[config.mk]
export PLATFORM = sky130hd
export DESIGN_NAME = prod_accum_8x8
export DESIGN_NICKNAME = d
export VERILOG_FILES = /design/src/rtl/approx_mult_pkg.sv /design/src/rtl/prod_accum_8x8.sv
export SDC_FILE = /design/constraint.sdc
export NUM_CORES = 1
export LEC_CHECK = 0
export CAP_MARGIN = 10
export CORE_MARGIN = 2
export CORE_UTILIZATION = 50
export CTS_CLUSTER_SIZE = 20
export DETAILED_ROUTE_END_ITERATION = 8
export PLACE_DENSITY_LB_ADDON = 0.1
export SYNTH_ARGS = -nofsm -noshare
export SYNTH_HDL_FRONTEND = slang
export SYNTH_SLANG_ARGS = --single-unit
[constraint.sdc]
create_clock -name clk -period 3.8 [get_ports clk]
set_input_delay 1.14 -clock clk [delete_from_list [all_inputs] [get_ports clk]]
set_output_delay 1.14 -clock clk [all_outputs]
set_load 0.01 [all_outputs]
[src/rtl/approx_mult_pkg.sv]
// approx_mult_pkg: shared widths and accumulator state encoding for the approximate-multiplier datapath
package approx_mult_pkg;
  localparam int PROD_W = 16;
  typedef enum logic [1:0] {IDLE, ACC, HOLD} accum_state_t;
endpackage

[src/rtl/prod_accum_8x8.sv]
// prod_accum_8x8: sums len unsigned 16-bit products into an ACC_W-bit wrapping result with sticky carry-out flag.
// Ports: clk, rst_n (sync, active-low); start/len begin a run in IDLE; in_valid/in_ready/in_prod product stream;
// out_valid/out_ready/out_sum/out_ovf registered result handshake; busy is high outside IDLE.
module prod_accum_8x8
  import approx_mult_pkg::*;
#(
  parameter int ACC_W = 24,
  parameter int LEN_W = 8
) (
  input  logic              clk,
  input  logic              rst_n,
  input  logic              start,
  input  logic [LEN_W-1:0]  len,
  input  logic              in_valid,
  output logic              in_ready,
  input  logic [PROD_W-1:0] in_prod,
  output logic              out_valid,
  input  logic              out_ready,
  output logic [ACC_W-1:0]  out_sum,
  output logic              out_ovf,
  output logic              busy
);
  accum_state_t     state, state_nx;
  logic [ACC_W-1:0] acc;
  logic [LEN_W-1:0] cnt;
  logic             ovf;
  logic             hs;
  logic [ACC_W:0]   sum;
  assign hs  = in_valid && state == ACC;
  // one extra bit on top captures the carry out of the accumulator
  assign sum = {1'b0, acc} + {{(ACC_W + 1 - PROD_W){1'b0}}, in_prod};
  always_ff @(posedge clk) state <= !rst_n ? IDLE : state_nx;
  always_comb begin
    state_nx = state;
    case (state)
      IDLE:    if (start) state_nx = len == '0 ? HOLD : ACC;
      ACC:     if (hs && cnt == LEN_W'(1)) state_nx = HOLD;
      HOLD:    if (out_ready) state_nx = IDLE;
      default: state_nx = IDLE;
    endcase
  end
  always_ff @(posedge clk) begin
    if (!rst_n) begin
      acc <= '0;
      cnt <= '0;
      ovf <= 1'b0;
    end else if (state == IDLE && start) begin
      acc <= '0;
      cnt <= len;
      ovf <= 1'b0;
    end else if (hs) begin
      acc <= sum[ACC_W-1:0];
      cnt <= cnt - LEN_W'(1);
      ovf <= ovf | sum[ACC_W];
    end
  end
  always_comb begin
    in_ready  = state == ACC;
    out_valid = state == HOLD;
    busy      = state != IDLE;
    out_sum   = acc;
    out_ovf   = ovf;
  end
endmodule

==> out/metrics.csv, run 1 <==
stage,metric,value,unit
flow_run,MaxCap Viol Count,0,
synth,Synth Area per Inst,8.01,µm²
cells_and_area,Finished Core Util,0.685,
synth,post-synth top area cell,dfxtp_1,
worst_setup_path,CP startpoint kind,input pin,
sta,worst slew pin tran,0.776,ns
die,Core Rows,24,
synth,syn_nets,340,
hold_path,WHS Path Cells,2,
route,routed vias/inst,5.77,
global_routing,vias in the first global route,2089,
worst_setup_path,r2r startpoint,out_sum[0],
worst_setup_path,Crit-path slowest cell,fa_1,
die,die footprint,0.00524,mm²
clocking,Clock Tree Buf Depth,2,
clocking,H-tree levels,2,
global_routing,Overflow after GRT,0,
route,Iter 0 DRT Violations,219,
sta,RSZ-0062 raised after global routing,no,
worst_setup_path,R2R cell count,9,
route,drt drc,0,
cells_and_area,share of cells above drive strength 1,0.0632,
sta,setup TNS,0,ns
cells_and_area,Final Net Count,395,
sta,Final setup viols,0,
placed_design,placed cells,392,
cells_and_area,P&R area growth vs syn,30.1,%
cells_and_area,area of the multi-input gates,0.00158,mm²
global_routing,met3 Use GR,0.0458,
global_routing,aggregate global-route resource usage,0.224,
hold_path,worst min path class,flop to flop,
worst_setup_path,FF-to-FF setup slack,1.40,ns
synth,cells after synthesis,292,
sta,Final Hold Vio Count,0,
synth,"EDFF count, synth",0,
synth,"count leader, synth",nand2_1,
worst_setup_path,Crit path max-delay family,compound AO/OA/AOI/OAI gates,
run_status,status,finished clean,
route,post-route ant nets,0,
sta,clock skew,0.00603,ns
worst_setup_path,Crit Path Class,input pin to flop,
global_routing,initial antenna violation count,0,
placed_design,IO Port Bufs,56,
pwr,Leak,0.00114,µW
placed_design,GPL Wtd Cong,0.906,
sta,Max Fclk,301,MHz
route,Vias,2309,
die,CORE AREA,0.00444,mm²
pwr,total power,949,µW
synth,most frequent cells after synthesis,"nand2_1, dfxtp_1, a21oi_1",
synth,"Seq/Total Area, Yosys",0.300,
sta,min cycle time layout,3.33,ns
die,I/O Pins,57,
clocking,Clock Tree Root,clkbuf_8,
clocking,post_cts resized,0,
clocking,"CTS clk-pin slew, worst paths",0.08,ns
synth,largest cells by area after synthesis,"dfxtp_1, ha_1, a21oi_1",
cells_and_area,Finished Layout Cells,400,
clocking,CTS Hold Buffers Added,0,
placed_design,HPWL Detailed,4.29,mm
sta,Tcrit/Tclk final,0.875,
synth,Mapped Area,0.00234,mm²
worst_setup_path,Worst Setup End Kind,flop,
sta,headroom to the max-slew limit,0.481,
global_routing,first-pass GRT wire length,9.33,mm
die,starting density of the core,0.526,
route,Routed Wire Length,5.66,mm
global_routing,grt met2 use,0.363,
synth,async set-reset flop share out of synthesis,0,
synth,dominant synthesized flop cell,dfxtp_1,
synth,post-synth top area share,0.300,
die,die width,72.4,µm
worst_setup_path,CP Max Fanout,8,
route,DR pass1 iterations,5,
worst_setup_path,crit-path max cell delay,0.43,ns
clocking,Num CTS Buffers,5,
global_routing,GRT Max-Usage Layer,met2,
pwr,VDD IR-drop max,0.165,mV
global_routing,met1 Track Usage GR,0.302,
clocking,CTS tree,done,
worst_setup_path,Worst Path Arrival,3.49,ns
clocking,postcts setup bufs,0,
worst_setup_path,"critical path, cell by cell",clkdlybuf4s50_1 > ha_1 > fa_1 > a211o_1 > a211oi_4 > o21ai_2 > a31oi_4 > nor3_2 > xnor2_1 > nor2_1,
synth,YS warnings,0,
clocking,clk_lat worst skew,0.30,ns
cells_and_area,Ant. Diodes,0,
hold_path,hold path start,out_sum[5],
cells_and_area,register area,701,µm²
hold_path,Worst Hold End,out_sum[5],
pwr,P per Cell Area,312,mW/mm²
worst_setup_path,capturing point of the worst reg2reg path,out_sum[20],
clocking,clock sinks,35,
worst_setup_path,CP Buf/Inv Count,1,
sta,Final Slew Violations,0,
synth,synth unique cells,58,
global_routing,largest net degree at the start of global routing,21,
route,DR WL/cell,14.1,µm
synth,register bit count reported by yosys,35,
die,Die H,72.4,µm
cells_and_area,layout filler cell count,394,
worst_setup_path,CP Data Required Time,3.96,ns
-- registers in the layout (all words and copies together) (netlist names) --
register,flops
cnt,8
out_sum,24
state,2
out_ovf,1
-- final cells by class --
type,instances,share of cell area
Clock buffer,7,0.0317
Clock inverter,1,0.00247
Inverter,6,0.00740
Multi-Input combinational cell,241,0.518
Sequential cell,35,0.230
Tap cell,52,0.0214
Timing Repair Buffer,58,0.189
-- metal layers --
layer	up-vias	wire length [µm]
li1	1168	-
met1	1067	2670
met2	70	2650
met3	4	296
met4	0	46
met5	-	0
-- layout by cell type (no fill, tap or decap), types with 2 or more instances in the layout --
master / Yosys / layout
a211o_1: 3 / 3
inv_1: 6 / 6
a211oi_1: 2 / 2
nor3_1: 3 / 3
nand4_1: 2 / 2
xnor2_1: 11 / 11
a221oi_1: 4 / 4
clkdlybuf4s50_1: 0 / 56
o21bai_1: 2 / 2
nor2_1: 24 / 24
o21a_1: 4 / 4
o21ai_0: 17 / 17
or4_1: 3 / 3
nand2_1: 42 / 42
nor3_2: 2 / 2
dfxtp_1: 35 / 35
or3_1: 4 / 4
o211ai_1: 2 / 2
clkbuf_8: 0 / 7
a21oi_1: 33 / 33
o31ai_1: 2 / 2
and2_1: 4 / 4
ha_1: 18 / 18
nor2b_1: 7 / 7
and3_1: 2 / 2
nand3_1: 6 / 6
a31oi_1: 2 / 2
a21boi_0: 4 / 4
xor2_1: 5 / 5
buf_4: 0 / 2
a21o_1: 4 / 4
nor4_1: 2 / 2
o21ai_2: 2 / 2
-- through the flow --
stage,cell area [µm²],hold WS [ns],setup WS [ns]
after floorplan,2340,0.451,0.780
after global placement,2940,0.461,0.219
after detailed placement,2940,0.470,0.170
after CTS,3040,0.481,0.487
after global routing,3040,0.500,0.391
final,3040,0.476,0.474
-- power by group --
part	leakage [µW]	total, µW	internal [µW]	switching (µW)
combinational	0.000808	236	110	126
sequential	0.000284	400	384	16.0
clock	0.0000505	313	165	148
total	0.00114	949	659	290
-- tightest hold or removal path: cells and delay by family (launching register included) --
family | cells | cell delay, ns
AO/OA/AOI/OAI | 1 | 0.05
flip-flops | 1 | 0.33
AND/OR/NAND/NOR | 1 | 0.06
-- worst max-delay path by stage --
stage | slack, ns | depth (start not counted) | from | end
after CTS | 0.49 | 10 | in_prod[0] | out_sum[20]
after detailed placement | 0.17 | 10 | in_prod[0] | out_sum[20]
after floorplan | 0.78 | 9 | in_prod[0] | out_sum[20]
after global placement | 0.22 | 10 | in_prod[0] | out_sum[20]
final | 0.47 | 10 | in_prod[0] | out_sum[20]
after global routing | 0.39 | 10 | in_prod[0] | out_sum[20]
-- kinds of logic (layout without fill, tap and decap cells) --
| kind of cell | count (synthesis) | count (layout) | share of synthesized area |
|---|---|---|---|
| buf+inv | 16 | 72 | 0.0268 |
| compound gates | 94 | 94 | 0.274 |
| fa+ha+maj | 19 | 19 | 0.105 |
| flops | 35 | 35 | 0.300 |
| xor+xnor | 16 | 16 | 0.0599 |
| simple gates | 112 | 112 | 0.235 |
Power figures use the tool's default switching activity.
==> run 2: changes to the inputs <==
Settings changed: CORE_ASPECT_RATIO set to 0.75.
==> out/metrics.csv, run 2 (same netlist as run 1, synthesis figures left out) <==
stage,metric,value,unit
clocking,Clock Tree Root,clkbuf_8,
cells_and_area,most frequent cells in the layout,"clkdlybuf4s50_1, nand2_1, dfxtp_1",
global_routing,Overflow after GRT,0,
global_routing,initial antenna violation count,0,
sta,Final Slew Violations,0,
cells_and_area,Ant. Diodes,0,
global_routing,largest net degree at the start of global routing,21,
placed_design,dpl ws,0.147,ns
pwr,P per Cell Area,297,mW/mm²
sta,Tcrit/Tclk final,0.886,
route,routed vias/inst,5.58,
clocking,postcts setup bufs,0,
worst_setup_path,Worst Setup End Kind,flop,
route,Routed Wire Length,5.69,mm
pwr,VDD IR-drop max,0.170,mV
placed_design,GPL Wtd Cong,0.891,
sta,worst slew pin tran,0.778,ns
placed_design,placed cells,397,
worst_setup_path,CP Data Required Time,3.95,ns
worst_setup_path,CP Max Fanout,8,
cells_and_area,Finished Cell Area,0.00303,mm²
global_routing,aggregate global-route resource usage,0.226,
sta,headroom to the max-slew limit,0.480,
sta,clock skew,0.00617,ns
sta,Final Hold Vio Count,0,
route,Vias,2258,
cells_and_area,P&R area growth vs syn,29.5,%
sta,Max Fclk,297,MHz
worst_setup_path,Worst Path Arrival,3.52,ns
global_routing,first-pass GRT wire length,9.89,mm
cells_and_area,"most common cell after layout, fill and taps aside",clkdlybuf4s50_1,
placed_design,Area after DPL,0.00295,mm²
clocking,H-tree levels,2,
route,Iter 0 DRT Violations,141,
clocking,"CTS clk-pin slew, worst paths",0.08,ns
worst_setup_path,CP startpoint kind,input pin,
clocking,CTS tree,done,
hold_path,Worst Hold End,out_sum[10],
sta,setup TNS,0,ns
placed_design,IO Port Bufs,56,
clocking,Clock Tree Buf Depth,2,
die,die width,83.0,µm
die,Die H,63.2,µm
die,CORE AREA,0.00449,mm²
route,post-route ant nets,0,
clocking,clk_lat worst skew,0.29,ns
die,starting density of the core,0.520,
clocking,Num CTS Buffers,5,
hold_path,worst min path class,flop to flop,
route,DR pass1 iterations,4,
worst_setup_path,R2R cell count,9,
sta,min cycle time layout,3.37,ns
die,die footprint,0.00525,mm²
global_routing,vias in the first global route,2104,
die,I/O Pins,57,
worst_setup_path,Crit Path Class,input pin to flop,
worst_setup_path,FF-to-FF setup slack,1.37,ns
hold_path,WHS Path Cells,2,
worst_setup_path,r2r startpoint,out_sum[0],
clocking,post_cts resized,0,
sta,final worst slack,0.433,ns
pwr,Leak,0.00114,µW
cells_and_area,share of cells above drive strength 1,0.0632,
sta,Final setup viols,0,
sta,RSZ-0062 raised after global routing,no,
pwr,total power,901,µW
run_status,status,finished clean,
hold_path,hold path start,out_sum[10],
route,DR WL/cell,14.1,µm
cells_and_area,Final Net Count,395,
route,drt drc,0,
worst_setup_path,capturing point of the worst reg2reg path,out_sum[20],
clocking,CTS Hold Buffers Added,0,
flow_run,MaxCap Viol Count,0,
clocking,clock sinks,35,
cells_and_area,number of flip-flops under the largest register name,24,
cells_and_area,Finished Layout Cells,405,
die,Core Rows,21,
placed_design,HPWL Detailed,4.42,mm
cells_and_area,layout filler cell count,399,
run 2: cell count changes in the layout (fill, tap and decap cells not counted):
cell,previous run,this run
clkbuf_8,7,5
clkinvlp_4,1,0
clkinv_2,0,3
run 2: stage by stage:
stage | util | hold slack, ns
global placement | 0.656 | 0.458
CTS | 0.674 | 0.477
global route | 0.674 | 0.500
detailed placement | 0.656 | 0.467
floorplan | - | 0.451
finish | 0.674 | 0.477
run 2: worst max-delay path by stage:
| stage | startpoint | endpoint | slack [ns] | cells after the start |
|---|---|---|---|---|
| after floorplan | in_prod[0] | out_sum[20] | 0.78 | 9 |
| after global placement | in_prod[0] | out_sum[20] | 0.21 | 10 |
| after detailed placement | in_prod[0] | out_sum[20] | 0.15 | 10 |
| after CTS | in_prod[0] | out_sum[20] | 0.44 | 10 |
| after global routing | in_prod[0] | out_sum[20] | 0.30 | 10 |
| final | in_prod[0] | out_sum[20] | 0.43 | 10 |
run 2: layer usage:
metal / track usage / part of all wire / wire [µm]
met1: 0.319 / 0.51 / 2890
met2: 0.363 / 0.43 / 2470
met3: 0.0511 / 0.052 / 297
met4: 0.0328 / 0.0060 / 34
met5: 0 / 0 / 0
run 2: final cells by class:
class / instances / area, µm² / area share
Clock buffer: 5 / 68.8 / 0.0227
Clock inverter: 3 / 15.0 / 0.00496
Inverter: 6 / 22.5 / 0.00743
Multi-Input combinational cell: 241 / 1580 / 0.520
Sequential cell: 35 / 701 / 0.231
Tap cell: 57 / 71.3 / 0.0235
Timing Repair Buffer: 58 / 576 / 0.190
run 2: critical path: stages:
cell and delay, ns:
clkdlybuf4s50_1 0.40, ha_1 0.22, fa_1 0.44, a211o_1 0.34, a211oi_4 0.29, o21ai_2 0.13
a31oi_4 0.27, nor3_2 0.08, xnor2_1 0.14, nor2_1 0.05
run 2: report_power, final:
part,total (µW),internal [µW],switching (µW)
clock network,266,126,141
logic,235,109,125
registers,400,384,16.1
total,901,619,282
==> run 3: changes to the inputs <==
Settings changed: SETUP_SLACK_MARGIN set to 0.15.
==> results of run 3 <==
Same layout as run 2: the final DEF is identical, and so are final timing and power.
